===== config.mk =====
export PLATFORM = sky130hd
export DESIGN_NAME = rab_miss_arbiter_flat
export DESIGN_NICKNAME = d
export VERILOG_FILES = /design/src/rtl/rab_miss_arbiter_if.sv /design/src/rtl/rab_miss_arbiter.sv /design/src/flat_wrapper.sv
export SDC_FILE = /design/constraint.sdc
export NUM_CORES = 1
export LEC_CHECK = 0
export CORE_ASPECT_RATIO = 0.9
export CORE_MARGIN = 2
export CORE_UTILIZATION = 40
export DETAILED_ROUTE_END_ITERATION = 12
export GPL_ROUTABILITY_DRIVEN = 0
export PLACE_DENSITY_LB_ADDON = 0.05
export SLEW_MARGIN = 25
export SYNTH_ARGS = -nofsm -noshare
export SYNTH_HDL_FRONTEND = slang
export SYNTH_SLANG_ARGS = --single-unit

===== constraint.sdc =====
create_clock -name s_axi_aclk -period 4.5 [get_ports s_axi_aclk]
set_input_delay 0.9 -clock s_axi_aclk [delete_from_list [all_inputs] [get_ports s_axi_aclk]]
set_output_delay 0.9 -clock s_axi_aclk [all_outputs]
set_load 0.01 [all_outputs]

===== src/rtl/rab_miss_arbiter_if.sv =====
// rtl/rab_miss_arbiter_if.sv - miss-event inputs and miss-FIFO write port of the RAB miss arbiter
interface rab_miss_arbiter_if #(
    parameter int N_PORTS        = 3,
    parameter int C_AXI_ID_WIDTH = 8,
    parameter int PORT_ID_WIDTH  = (N_PORTS < 3) ? 1 : $clog2(N_PORTS)
);
    logic [N_PORTS-1:0]                     miss_valid;
    logic [N_PORTS-1:0][31:0]               miss_addr;
    logic [N_PORTS-1:0][C_AXI_ID_WIDTH-1:0] miss_id;
    logic [N_PORTS-1:0]                     miss_busy;
    logic                                   fifo_wvalid;
    logic                                   fifo_wready;
    logic [31:0]                            fifo_waddr;
    logic [PORT_ID_WIDTH+C_AXI_ID_WIDTH-1:0] fifo_wid;

    modport master (
        input  miss_valid, miss_addr, miss_id, fifo_wready,
        output miss_busy, fifo_wvalid, fifo_waddr, fifo_wid
    );

    modport slave (
        output miss_valid, miss_addr, miss_id, fifo_wready,
        input  miss_busy, fifo_wvalid, fifo_waddr, fifo_wid
    );
endinterface


===== src/rtl/rab_miss_arbiter.sv =====
// rtl/rab_miss_arbiter.sv - per-port miss buffers, round-robin serialisation into the miss FIFO
module rab_miss_arbiter #(
    parameter int N_PORTS        = 3,
    parameter int C_AXI_ID_WIDTH = 8,
    parameter int PORT_ID_WIDTH  = (N_PORTS < 3) ? 1 : $clog2(N_PORTS),
    parameter int DROP_CNT_WIDTH = 8
) (
    input  logic                      s_axi_aclk,
    input  logic                      s_axi_areset,
    rab_miss_arbiter_if.master        bus,
    input  logic                      drop_clr,
    output logic [N_PORTS-1:0]        drop_flag,
    output logic [DROP_CNT_WIDTH-1:0] drop_cnt
);
    localparam int CNT_W = $clog2(N_PORTS + 1);
    localparam int SUM_W = DROP_CNT_WIDTH + CNT_W;

    typedef enum logic {EMPTY, FULL} state_t;

    state_t                                 state, state_next;
    logic [N_PORTS-1:0]                     pend;
    logic [N_PORTS-1:0][31:0]               pend_addr;
    logic [N_PORTS-1:0][C_AXI_ID_WIDTH-1:0] pend_id;
    logic [PORT_ID_WIDTH-1:0]               rr_ptr, rr_next, winner;
    logic                                   grant;
    logic [N_PORTS-1:0]                     grant_vec, drop_vec;
    logic [31:0]                            waddr;
    logic [PORT_ID_WIDTH+C_AXI_ID_WIDTH-1:0] wid;
    logic [CNT_W-1:0]                       ndrops;
    logic [SUM_W-1:0]                       drop_sum;
    logic [DROP_CNT_WIDTH-1:0]              drop_base, drop_cnt_next;
    int                                     idx;

    // First pending port at or after rr_ptr, wrapping modulo N_PORTS.
    always_comb begin
        winner = '0;
        idx    = 0;
        for (int i = N_PORTS - 1; i >= 0; i--) begin
            idx = (int'(rr_ptr) + i) % N_PORTS;
            if (pend[idx]) begin
                winner = PORT_ID_WIDTH'(idx);
            end
        end
    end

    always_ff @(posedge s_axi_aclk) begin
        if (s_axi_areset) begin
            state <= EMPTY;
        end else begin
            state <= state_next;
        end
    end

    always_comb begin
        state_next = state;
        grant      = 1'b0;
        case (state)
            EMPTY: begin
                if (|pend) begin
                    grant      = 1'b1;
                    state_next = FULL;
                end
            end
            FULL: begin
                if (bus.fifo_wready) begin
                    if (|pend) begin
                        grant = 1'b1;
                    end else begin
                        state_next = EMPTY;
                    end
                end
            end
            default: state_next = EMPTY;
        endcase
    end

    assign grant_vec = grant ? (N_PORTS'(1) << winner) : '0;
    // A granted buffer frees this cycle, so a same-cycle miss on it is captured, not dropped.
    assign drop_vec  = bus.miss_valid & pend & ~grant_vec;
    assign rr_next   = (winner == PORT_ID_WIDTH'(N_PORTS - 1)) ? '0 : winner + 1'b1;

    always_comb begin
        ndrops = '0;
        for (int p = 0; p < N_PORTS; p++) begin
            ndrops = ndrops + CNT_W'(drop_vec[p]);
        end
        drop_base = drop_clr ? '0 : drop_cnt;
        drop_sum  = SUM_W'(drop_base) + SUM_W'(ndrops);
        if (|drop_sum[SUM_W-1:DROP_CNT_WIDTH]) begin
            drop_cnt_next = '1;
        end else begin
            drop_cnt_next = drop_sum[DROP_CNT_WIDTH-1:0];
        end
    end

    always_ff @(posedge s_axi_aclk) begin
        if (s_axi_areset) begin
            pend      <= '0;
            pend_addr <= '0;
            pend_id   <= '0;
            rr_ptr    <= '0;
            waddr     <= '0;
            wid       <= '0;
            drop_flag <= '0;
            drop_cnt  <= '0;
        end else begin
            for (int p = 0; p < N_PORTS; p++) begin
                if (bus.miss_valid[p] && (!pend[p] || grant_vec[p])) begin
                    pend[p]      <= 1'b1;
                    pend_addr[p] <= bus.miss_addr[p];
                    pend_id[p]   <= bus.miss_id[p];
                end else if (grant_vec[p]) begin
                    pend[p] <= 1'b0;
                end
            end
            if (grant) begin
                waddr  <= pend_addr[winner];
                wid    <= {winner, pend_id[winner]};
                rr_ptr <= rr_next;
            end
            drop_flag <= (drop_clr ? '0 : drop_flag) | drop_vec;
            drop_cnt  <= drop_cnt_next;
        end
    end

    assign bus.miss_busy   = pend;
    assign bus.fifo_wvalid = (state == FULL);
    assign bus.fifo_waddr  = waddr;
    assign bus.fifo_wid    = wid;
endmodule

===== src/flat_wrapper.sv =====
// flat-port wrapper written by rule: the top's interface ports become plain ports
module rab_miss_arbiter_flat 
#(
    parameter int N_PORTS        = 3,
    parameter int C_AXI_ID_WIDTH = 8,
    parameter int PORT_ID_WIDTH  = (N_PORTS < 3) ? 1 : $clog2(N_PORTS),
    parameter int DROP_CNT_WIDTH = 8
)
  (s_axi_aclk, s_axi_areset, drop_clr, drop_flag, drop_cnt, bus_miss_valid, bus_miss_addr, bus_miss_id, bus_fifo_wready, bus_miss_busy, bus_fifo_wvalid, bus_fifo_waddr, bus_fifo_wid);
  rab_miss_arbiter_if #(.N_PORTS(N_PORTS), .C_AXI_ID_WIDTH(C_AXI_ID_WIDTH), .PORT_ID_WIDTH(PORT_ID_WIDTH)) bus_i ();
  input  logic s_axi_aclk;
  input  logic s_axi_areset;
  input  logic drop_clr;
  output logic [N_PORTS-1:0] drop_flag;
  output logic [DROP_CNT_WIDTH-1:0] drop_cnt;
  input wire logic [$bits(bus_i.miss_valid)-1:0] bus_miss_valid;
  input wire logic [$bits(bus_i.miss_addr)-1:0] bus_miss_addr;
  input wire logic [$bits(bus_i.miss_id)-1:0] bus_miss_id;
  input wire logic [$bits(bus_i.fifo_wready)-1:0] bus_fifo_wready;
  output wire logic [$bits(bus_i.miss_busy)-1:0] bus_miss_busy;
  output wire logic [$bits(bus_i.fifo_wvalid)-1:0] bus_fifo_wvalid;
  output wire logic [$bits(bus_i.fifo_waddr)-1:0] bus_fifo_waddr;
  output wire logic [$bits(bus_i.fifo_wid)-1:0] bus_fifo_wid;
  assign bus_i.miss_valid = bus_miss_valid;
  assign bus_i.miss_addr = bus_miss_addr;
  assign bus_i.miss_id = bus_miss_id;
  assign bus_i.fifo_wready = bus_fifo_wready;
  assign bus_miss_busy = bus_i.miss_busy;
  assign bus_fifo_wvalid = bus_i.fifo_wvalid;
  assign bus_fifo_waddr = bus_i.fifo_waddr;
  assign bus_fifo_wid = bus_i.fifo_wid;
  rab_miss_arbiter #(.N_PORTS(N_PORTS), .C_AXI_ID_WIDTH(C_AXI_ID_WIDTH), .PORT_ID_WIDTH(PORT_ID_WIDTH), .DROP_CNT_WIDTH(DROP_CNT_WIDTH)) u_core (.s_axi_aclk(s_axi_aclk), .s_axi_areset(s_axi_areset), .bus(bus_i), .drop_clr(drop_clr), .drop_flag(drop_flag), .drop_cnt(drop_cnt));
endmodule

Word level (Yosys, flattened, before mapping)
Cells that the tools add are included.
- $add $sub $neg: 6
- div/mod/pow operators: 3
- order comparisons: 4
- equal/unequal tests: 1
- shift-type cells: 1
- muxes and demuxes: 32
- bitwise gates (word level): 5
- reduce and logical (&&, ||, !) cells: 14
- operators by type and width (operator ; number):
    less-than comparator 32 x 4 -> 1 bit (second input constant) ; 3
    binary-select mux 32 bit (select 2 bit) ; 1
    modulo 32 x 3 -> 32 bit (second input constant) ; 2
    modulo 3 x 3 -> 32 bit (second input constant) ; 1
    two-way mux 32 bit ; 1
    two-way mux 8 bit ; 3
    binary-select mux 8 bit (select 2 bit) ; 1
    two-way mux 1 bit ; 15
    adder 8 x 2 -> 9 bit ; 1
    two-way mux 2 bit ; 4
    bitwise AND 3 bit ; 2
    binary-select mux 1 bit (select 2 bit) ; 3
    two-way mux 3 bit ; 2
    nonzero test 2 bit ; 3
    one-hot mux 1 bit (2 select lines) ; 2
    adder 2 x 1 -> 3 bit (second input constant) ; 1
    adder 2 x 2 -> 3 bit (second input constant) ; 1
    logical AND 1 bit ; 3
    logical NOT 1 bit ; 3
    logical OR 1 bit ; 3
    less-than comparator 2 x 3 -> 1 bit (second input constant) ; 1
    NOT 3 bit ; 1
    bitwise OR 3 bit ; 1
    OR reduction 3 bit ; 1
    other kinds (7) ; 7
- register bits after elaboration: 179
- input port bits: 127
- logic and storage cells: 81

Logic depth before layout (Yosys ltp)
Gate-level depths: netlist (run 1).
- depth after elaboration: 17
- gate-level depth with buffers: 15

Least setup slack after synthesis (run 1)
Ideal clock, no wire load.
- path type: reg2reg
- from: register u_core.rr_ptr[0]
- to: register u_core.drop_cnt[5]
- library setup time: 0.065 ns
- arrival: 3.514 ns
- required time: 4.435 ns
- slack: 0.920 ns
- cell stages (with the launch flop): 16
- period minus slack after synthesis: 3.580 ns
- cells stage by stage: dfxtp_1 > inv_1 > ha_1 > mux2_1 > a32oi_2 > nor2_1 > o311ai_0 > fa_1 > inv_1 > ha_1 > fa_1 > inv_1 > nor3_1 > nand3_1 > o21a_1 > nor2_1
- longest elaborated chain between the ends: 17
- RTL lines (item ; RTL line ; source):
    start, declared ; rab_miss_arbiter.sv:24 ; logic [PORT_ID_WIDTH-1:0] rr_ptr, rr_next, winner;
    start signal, assigned ; rab_miss_arbiter.sv:119 ; rr_ptr <= rr_next;
    adder 2 x 2 -> 3 bit ; rab_miss_arbiter.sv:39 ; idx = (int'(rr_ptr) + i) % N_PORTS;
    modulo 32 x 3 -> 32 bit ; rab_miss_arbiter.sv:39 ;
    binary-select mux 1 bit (select 2 bit) ; rab_miss_arbiter.sv:40 ; if (pend[idx]) begin
    two-way mux 1 bit (implied by the code) (2 in series) ; rab_miss_arbiter.sv:40 ;
    two-way mux 2 bit (2 in series) ; rab_miss_arbiter.sv:40 ;
    two-way mux 2 bit (*) ; rab_miss_arbiter.sv:40 ;
    << shifter 1 x 2 -> 3 bit (*) ; rab_miss_arbiter.sv:77 ; assign grant_vec = grant ? (N_PORTS'(1) << winner) : '0;
    two-way mux 3 bit (*) ; rab_miss_arbiter.sv:77 ;
    NOT 3 bit (*) ; rab_miss_arbiter.sv:79 ; assign drop_vec = bus.miss_valid & pend & ~grant_vec;
    bitwise AND 3 bit (*) ; rab_miss_arbiter.sv:79 ;
    adder 1 x 1 -> 2 bit ; rab_miss_arbiter.sv:85 ; ndrops = ndrops + CNT_W'(drop_vec[p]);
    adder 2 x 1 -> 2 bit (*) ; rab_miss_arbiter.sv:85 ;
    adder 8 x 2 -> 9 bit (*) ; rab_miss_arbiter.sv:88 ; drop_sum = SUM_W'(drop_base) + SUM_W'(ndrops);
    OR reduction 2 bit ; rab_miss_arbiter.sv:89 ; if (|drop_sum[SUM_W-1:DROP_CNT_WIDTH]) begin
    two-way mux 8 bit (*) ; rab_miss_arbiter.sv:89 ;
    end signal, assigned ; rab_miss_arbiter.sv:122 ; drop_cnt <= drop_cnt_next;
    end, declared ; rab_miss_arbiter.sv:13 ; output logic [DROP_CNT_WIDTH-1:0] drop_cnt
Every way passes the cells marked *; elsewhere a longest branch is shown, timed or not. The select of a mux whose other input is x is not followed.
A chain may end at the register's enable or synchronous reset.

Worst setup path in the final report (run 1)
Same ends and word-level chain as after synthesis.

==> results of run 1 <==
[cells by family after synthesis]
| kind of cell | count (synthesis) | synth area share |
|---|---|---|
| compound gates | 243 | 0.196 |
| mux | 81 | 0.107 |
| flops | 179 | 0.471 |
| xor+xnor | 4 | 0.00460 |
| simple gates | 244 | 0.160 |
| fa+ha+maj | 7 | 0.0135 |
| buf+inv | 85 | 0.0477 |
[power groups by stage]
stage | Clock [W] | Sequential, W | Combinational, W
2_1_floorplan | 0 | 0.00185 | 0.000469
3_3_place_gp | 0 | 0.00185 | 0.000852
3_5_place_dp | 0 | 0.00185 | 0.000855
4_1_cts | 0.00153 | 0.00181 | 0.000861
5_1_grt | 0.00160 | 0.00183 | 0.000938
6_report | 0.00150 | 0.00181 | 0.000859
[worst max-delay path, cell delays in order (launching register included)]
cell,delay [ps]
sky130_fd_sc_hd__dfxtp_1,350
sky130_fd_sc_hd__inv_1,70
sky130_fd_sc_hd__ha_1,330
sky130_fd_sc_hd__a21bo_2,200
sky130_fd_sc_hd__a21oi_1,470
sky130_fd_sc_hd__nor2_4,70
sky130_fd_sc_hd__o311ai_0,610
sky130_fd_sc_hd__fa_1,510
sky130_fd_sc_hd__inv_1,60
sky130_fd_sc_hd__ha_1,170
sky130_fd_sc_hd__fa_1,210
sky130_fd_sc_hd__inv_1,80
sky130_fd_sc_hd__nor3_1,250
sky130_fd_sc_hd__nand3_1,290
sky130_fd_sc_hd__o21a_1,190
sky130_fd_sc_hd__nor2_1,70
[how the worst max path moves through the flow]
stage                             startpoint                            end  slack [ps]  depth (start not counted)
6_report       u_core.rr_ptr[0]$_SDFFE_PP0P_  u_core.drop_cnt[5]$_SDFF_PP0_         510                         15
5_1_grt        u_core.rr_ptr[0]$_SDFFE_PP0P_  u_core.drop_cnt[5]$_SDFF_PP0_         100                         15
4_1_cts        u_core.rr_ptr[0]$_SDFFE_PP0P_  u_core.drop_cnt[5]$_SDFF_PP0_         500                         15
3_5_place_dp                 bus_fifo_wready  u_core.drop_cnt[5]$_SDFF_PP0_         320                         13
3_3_place_gp                 bus_fifo_wready  u_core.drop_cnt[7]$_SDFF_PP0_         380                         13
2_1_floorplan  u_core.rr_ptr[0]$_SDFFE_PP0P_  u_core.drop_cnt[5]$_SDFF_PP0_         920                         15
[layer usage]
metal,part of all wire,wire length [um]
met1,0.49,10600
met5,0.0012,26
met2,0.45,9810
met4,0.0043,94
met3,0.057,1240
[state kept, by name, indices dropped and copies added, names as in the netlist]
register	cells
u_core.rr_ptr	2
u_core.bus.fifo_wvalid	1
u_core.pend_addr	96
u_core.pend_id	24
u_core.drop_flag	3
u_core.bus.fifo_wid	10
u_core.bus.fifo_waddr	32
u_core.bus.miss_busy	3
u_core.drop_cnt	8
[per-stage QoR]
stage	power [W]	instance area (um^2)	util	cells	setup slack, ps
global placement	0.00270	9600	0.518	1209	379
CTS	0.00421	10200	0.550	1239	505
detailed placement	0.00270	9600	0.518	1209	321
finish	0.00417	10200	0.552	1240	508
global route	0.00437	10200	0.552	1240	101
floorplan	0.00232	7610	-	843	920
[cell type report]
type | instances | area [um^2]
tap | 245 | 307
sequential | 179 | 3580
clock inverter | 12 | 158
fill | 1728 | 8310
timing repair buffer | 196 | 1960
multi-input combinational | 579 | 3740
clock buffer | 18 | 429
inverter | 11 | 41.3
[placed cells by master, fill, tap and decap left out, types with 4 or more instances in the layout]
cell type and instances:
sky130_fd_sc_hd__mux2i_1 80, sky130_fd_sc_hd__nand2b_1 86, sky130_fd_sc_hd__clkdlybuf4s50_1 182, sky130_fd_sc_hd__a21oi_1 96, sky130_fd_sc_hd__clkbuf_16 17, sky130_fd_sc_hd__nand3_1 44, sky130_fd_sc_hd__o21ai_0 42, sky130_fd_sc_hd__a22oi_1 40
sky130_fd_sc_hd__buf_4 11, sky130_fd_sc_hd__inv_1 11, sky130_fd_sc_hd__ha_1 5, sky130_fd_sc_hd__nand2_1 12, sky130_fd_sc_hd__nor2b_1 4, sky130_fd_sc_hd__a211oi_1 42, sky130_fd_sc_hd__dfxtp_1 179, sky130_fd_sc_hd__xnor2_1 4
sky130_fd_sc_hd__nor2_1 88
==> flow_metrics.py, run 1 <==
metrics = {
    "setup_path": {
        "start_kind": "flop",
        "crit-reg2reg-launch": "u_core.rr_ptr[0]$_SDFFE_PP0P_",
        "timing.critical_path.arrival_ps": 4360,
        "worst_setup_path_end_kind": "flop",
        "flop_to_flop_setup_slack_ps": 510,
        "critical_path.max_fanout": 7,
        "regToRegEndpoint": "u_core.drop_cnt[5]$_SDFF_PP0_",
        "worstSetupPathType": "reg2reg",
        "r2r_cells": 15,
        "worst_ep_required_time_ps": 4870,
    },
    "route": {
        "detail_route.wirelength_um": 21800,
        "drc": 0,
        "post_drt_wl_per_cell_um": 17.6,
        "dr.first_iter.drc_count": 385,
        "viasPerCell": 5.25,
        "drtAntennaViolNets": 0,
        "routed-via-count": 6504,
        "drt_first_pass_iters": 5,
    },
    "timing": {
        "setup_viol": 0,
        "final-max-slew-violation-count": 0,
        "maxClockFrequency_mhz": 250,
        "finalCriticalPeriod_ps": 3990,
        "worstMarginPinSlew_ps": 894,
        "fin_hold_ws_ps": 472,
        "unrepaired_setup_endpoints_after_global_routing": "false",
        "finalHoldViolations": 0,
        "setup_total_negative_slack_ps": 0,
        "slew_headroom": 0.404,
        "final_min_period_over_clock_period": 0.887,
        "finClkSkew_ps": 9.68,
    },
    "clocking": {
        "insertion_delay_ps": 420,
        "cts.sink_count": 179,
        "clkSlewWorstSetupHoldPaths_ps": 70,
        "numCtsBuffers": 17,
        "postCtsSetupBuffers": 0,
        "maximum_level_of_the_cts_h_tree": 4,
        "cts.path.max_buffers": 2,
        "tritoncts": "built",
        "post_cts_resize_count": 0,
        "cts_root_buffer": "sky130_fd_sc_hd__clkbuf_16",
        "holdBufCountCts": 0,
    },
    "power": {
        "vdd_ir_drop_max_mv": 0.250,
        "p_seq_frac": 0.435,
        "power_frac_clock": 0.360,
        "p_leak_nw": 3.82,
        "power-per-cell-area_mw_per_mm2": 408,
        "p_int_w": 0.00300,
        "p_switching_w": 0.00117,
        "sw_frac_of_total": 0.281,
        "pwr-share-comb": 0.206,
    },
    "min_path": {
        "timing.hold.worst_endpoint": "u_core.pend_addr[19]$_SDFFE_PP0P_",
        "holdCritStartpoint": "u_core.pend_addr[19]$_SDFFE_PP0P_",
        "min_path_cells": 2,
        "min-delay-path-class": "reg2reg",
    },
    "synthesis": {
        "ys_ff_latch": 179,
        "synth_area_leaders": "sky130_fd_sc_hd__dfxtp_1 (47%), sky130_fd_sc_hd__mux2i_1 (11%), sky130_fd_sc_hd__nand2b_1 (7.1%)",
        "postSynthAreaPerCell_um2": 9.03,
        "postSynthNetCount": 977,
        "post_synth_top_flop": "sky130_fd_sc_hd__dfxtp_1",
        "netlist_top_cells_count": "sky130_fd_sc_hd__dfxtp_1 (179), sky130_fd_sc_hd__a21oi_1 (99), sky130_fd_sc_hd__nor2_1 (89), sky130_fd_sc_hd__nand2b_1 (86), sky130_fd_sc_hd__mux2i_1 (80)",
        "synth.yosys.warnings": 0,
        "syn-cell-area_mm2": 0.00761,
        "post-synth-top-count-cell": "sky130_fd_sc_hd__dfxtp_1",
        "synthCells": 843,
        "async_flop_share": 0,
        "synth_cell_type_count": 41,
        "synth_seq_area_share": 0.471,
        "synth_area_leader_cell": "sky130_fd_sc_hd__dfxtp_1",
        "yosysTopAreaCellShare": 0.471,
        "post_synth_edffs": 0,
    },
    "global_route": {
        "antenna_found_initial": 2,
        "wire_length_of_the_first_global_routing_pass_um": 34600,
        "pin_count_of_the_biggest_net_entering_global_routing": 112,
        "grt.met1_usage": 0.308,
        "grt.met3_usage": 0.0598,
        "grt_usage": 0.220,
        "first_global_vias": 6375,
        "met2_track_demand_over_resource_in_global_routing": 0.343,
        "grt.busiest_layer": "met2",
        "grt_overflow": 0,
    },
    "floorplan": {
        "boundaryPins": 184,
        "die_height_um": 135,
        "rows": 47,
        "die_w_um": 149,
        "die-area_mm2": 0.0201,
        "initial_utilization": 0.411,
        "core-area_mm2": 0.0185,
    },
    "run_status": {
        "status": "completed",
    },
    "placement": {
        "portBuffers": 183,
        "dpl.hpwl_um": 13000,
    },
    "finish": {
        "final_layout_net_count": 1118,
        "drive_above_1_share": 0.0553,
        "diodes": 0,
        "synthToLayoutAreaGrowth_pct": 34.3,
    },
    "run": {
        "drv.max_cap_violation_count": 0,
    },
}
Note: power is estimated with default switching activity, not from simulation.
==> run 2: changes to the inputs <==
--- a/config.mk
+++ b/config.mk
@@ -11,6 +11,7 @@
 export DETAILED_ROUTE_END_ITERATION = 12
 export GPL_ROUTABILITY_DRIVEN = 0
 export PLACE_DENSITY_LB_ADDON = 0.05
+export SKIP_CTS_REPAIR_TIMING = 1
 export SLEW_MARGIN = 25
 export SYNTH_ARGS = -nofsm -noshare
 export SYNTH_HDL_FRONTEND = slang
==> results of run 2 <==
Same layout as run 1: the final DEF is identical, and so are final timing and power.
==> run 3: changes to the inputs <==
--- a/config.mk
+++ b/config.mk
@@ -5,7 +5,7 @@
 export SDC_FILE = /design/constraint.sdc
 export NUM_CORES = 1
 export LEC_CHECK = 0
-export CORE_ASPECT_RATIO = 0.9
+export CORE_ASPECT_RATIO = 1.5
 export CORE_MARGIN = 2
 export CORE_UTILIZATION = 40
 export DETAILED_ROUTE_END_ITERATION = 12
==> flow_metrics.py, run 3 (synthesis results as in run 1) <==
metrics = {
    "setup_path": {
        "worstSetupPathType": "reg2reg",
        "cell_chain_critical_path": "inv_1 > ha_1 > or2_1 > and3_1 > a21boi_0 > o211ai_1 > fa_1 > inv_1 > ha_1 > fa_1 > inv_1 > nor3_1 > nand3_1 > o21a_1 > nor2_1",
        "flop_to_flop_setup_slack_ps": 670,
        "timing.critical_path.arrival_ps": 4150,
        "critical_path.most_common_cell": "sky130_fd_sc_hd__inv_1",
        "critical_path.max_fanout": 7,
        "worst_setup_path_end_kind": "flop",
        "critPathSlowestCell": "sky130_fd_sc_hd__fa_1",
        "r2r_cells": 15,
        "start_kind": "flop",
        "critical-path-max-stage-delay_ps": 530,
        "worst_ep_required_time_ps": 4820,
    },
    "finish": {
        "synthToLayoutAreaGrowth_pct": 34.2,
        "diodes": 0,
        "final_util": 0.548,
        "drive_above_1_share": 0.0571,
        "mostFrequentLayoutCell": "sky130_fd_sc_hd__clkdlybuf4s50_1",
        "final_layout_net_count": 1121,
        "final_cell_mix": "sky130_fd_sc_hd__clkdlybuf4s50_1 (182), sky130_fd_sc_hd__dfxtp_1 (179), sky130_fd_sc_hd__a21oi_1 (96)",
        "largest_register_ffs": 96,
        "regMostFlops": "u_core.pend_addr",
    },
    "timing": {
        "setup_viol": 0,
        "finClkSkew_ps": 10.4,
        "finalCriticalPeriod_ps": 3830,
        "unrepaired_setup_endpoints_after_global_routing": "false",
        "slew_headroom": 0.366,
        "maxClockFrequency_mhz": 261,
        "worstMarginPinSlew_ps": 950,
        "final_min_period_over_clock_period": 0.850,
        "finalHoldViolations": 0,
        "final-max-slew-violation-count": 0,
        "setup_total_negative_slack_ps": 0,
    },
    "floorplan": {
        "core-area_mm2": 0.0186,
        "rows": 61,
        "die_w_um": 117,
        "die_height_um": 173,
        "boundaryPins": 184,
        "initial_utilization": 0.409,
        "die-area_mm2": 0.0202,
    },
    "run_status": {
        "status": "completed",
    },
    "route": {
        "routed-via-count": 6549,
        "detail_route.wirelength.met1_um": 9290,
        "drc": 0,
        "detail_route.wirelength_um": 21500,
        "met3_wirelength_um": 980,
        "dr.first_iter.drc_count": 366,
        "top_signal_layer_used": "met4",
        "post_drt_wl_per_cell_um": 17.2,
        "met2WireLength_um": 10800,
        "drtAntennaViolNets": 0,
        "drt_first_pass_iters": 5,
        "viasPerCell": 5.24,
    },
    "placement": {
        "dpl.hpwl_um": 13600,
        "portBuffers": 183,
    },
    "global_route": {
        "wire_length_of_the_first_global_routing_pass_um": 33900,
        "grt_overflow": 0,
        "first_global_vias": 6485,
        "antenna_found_initial": 0,
        "grt_usage": 0.214,
        "pin_count_of_the_biggest_net_entering_global_routing": 137,
    },
    "power": {
        "power-per-cell-area_mw_per_mm2": 401,
        "p_switching_w": 0.00117,
        "power_frac_clock": 0.349,
        "pwr-share-comb": 0.208,
        "vdd_ir_drop_max_mv": 0.255,
        "sw_frac_of_total": 0.285,
        "p_seq_frac": 0.443,
        "p_int_w": 0.00293,
        "p_leak_nw": 3.82,
    },
    "run": {
        "drv.max_cap_violation_count": 0,
    },
    "clocking": {
        "insertion_delay_ps": 430,
        "maximum_level_of_the_cts_h_tree": 4,
        "cts.path.max_buffers": 2,
        "tritoncts": "built",
        "cts.sink_count": 179,
        "numCtsBuffers": 17,
        "cts_root_buffer": "sky130_fd_sc_hd__clkbuf_16",
        "clkSlewWorstSetupHoldPaths_ps": 70,
    },
    "min_path": {
        "min_path_cells": 2,
        "min-delay-path-class": "reg2reg",
    },
}
[run 3: changes by cell type in the layout (fill, tap and decap cells not counted), sizes merged]
cell | previous run | this run
buf | 14 | 17
clkinv | 4 | 2
bufinv | 3 | 1
clkinvlp | 3 | 4
inv | 13 | 14
clkbuf | 18 | 21
[run 3: final cells by class]
| type | count | area [um^2] |
|---|---|---|
| clock buffers | 21 | 460 |
| inverters | 11 | 41.3 |
| clock inverters | 10 | 100 |
| fillers | 1778 | 8410 |
| well taps | 252 | 315 |
| repair buffers | 199 | 1990 |
| flip-flops and latches | 179 | 3580 |
| multi-input cells | 579 | 3730 |
[run 3: critical path, delay by kind of cell (launching register included)]
family	cells	cell delay, ps
adders and majority gates	4	1460
and+or+nand+nor	5	880
AOI/OAI and AO/OA	3	790
DFF	1	350
buffers and inverters	3	240
[run 3: worst paths after layout]
check / start / end
worst max-delay path: u_core.rr_ptr[0]$_SDFFE_PP0P_ / u_core.drop_cnt[7]$_SDFF_PP0_
worst min-delay path: u_core.pend_addr[12]$_SDFFE_PP0P_ / u_core.pend_addr[12]$_SDFFE_PP0P_
worst max register to register: u_core.rr_ptr[0]$_SDFFE_PP0P_ / u_core.drop_cnt[7]$_SDFF_PP0_
worst min register to register: u_core.pend_addr[12]$_SDFFE_PP0P_ / u_core.pend_addr[12]$_SDFFE_PP0P_
[run 3: power by group through the flow]
stage,sequential [W],combinational [W],clock (W)
final,0.00181,0.000850,0.00143
after global routing,0.00183,0.000932,0.00152
after CTS,0.00181,0.000854,0.00146
after detailed placement,0.00185,0.000852,0
after global placement,0.00185,0.000847,0
after floorplan,0.00185,0.000469,0
[run 3: metal layers]
metal	GRT usage	vias to the layer above
met3	0.0445	31
met4	0.0711	0
met5	0	-
li1	-	3247
met2	0.363	172
met1	0.268	3099
[run 3: through the flow]
stage	power (W)	std cells	cell area [um^2]	worst slack, ps	hold WS, ps
final	0.00409	1251	10200	673	473
after global routing	0.00428	1251	10200	415	486
after CTS	0.00413	1250	10200	641	476
after detailed placement	0.00270	1219	9630	498	461
after global placement	0.00269	1219	9630	557	458
after floorplan	0.00232	843	7610	920	448
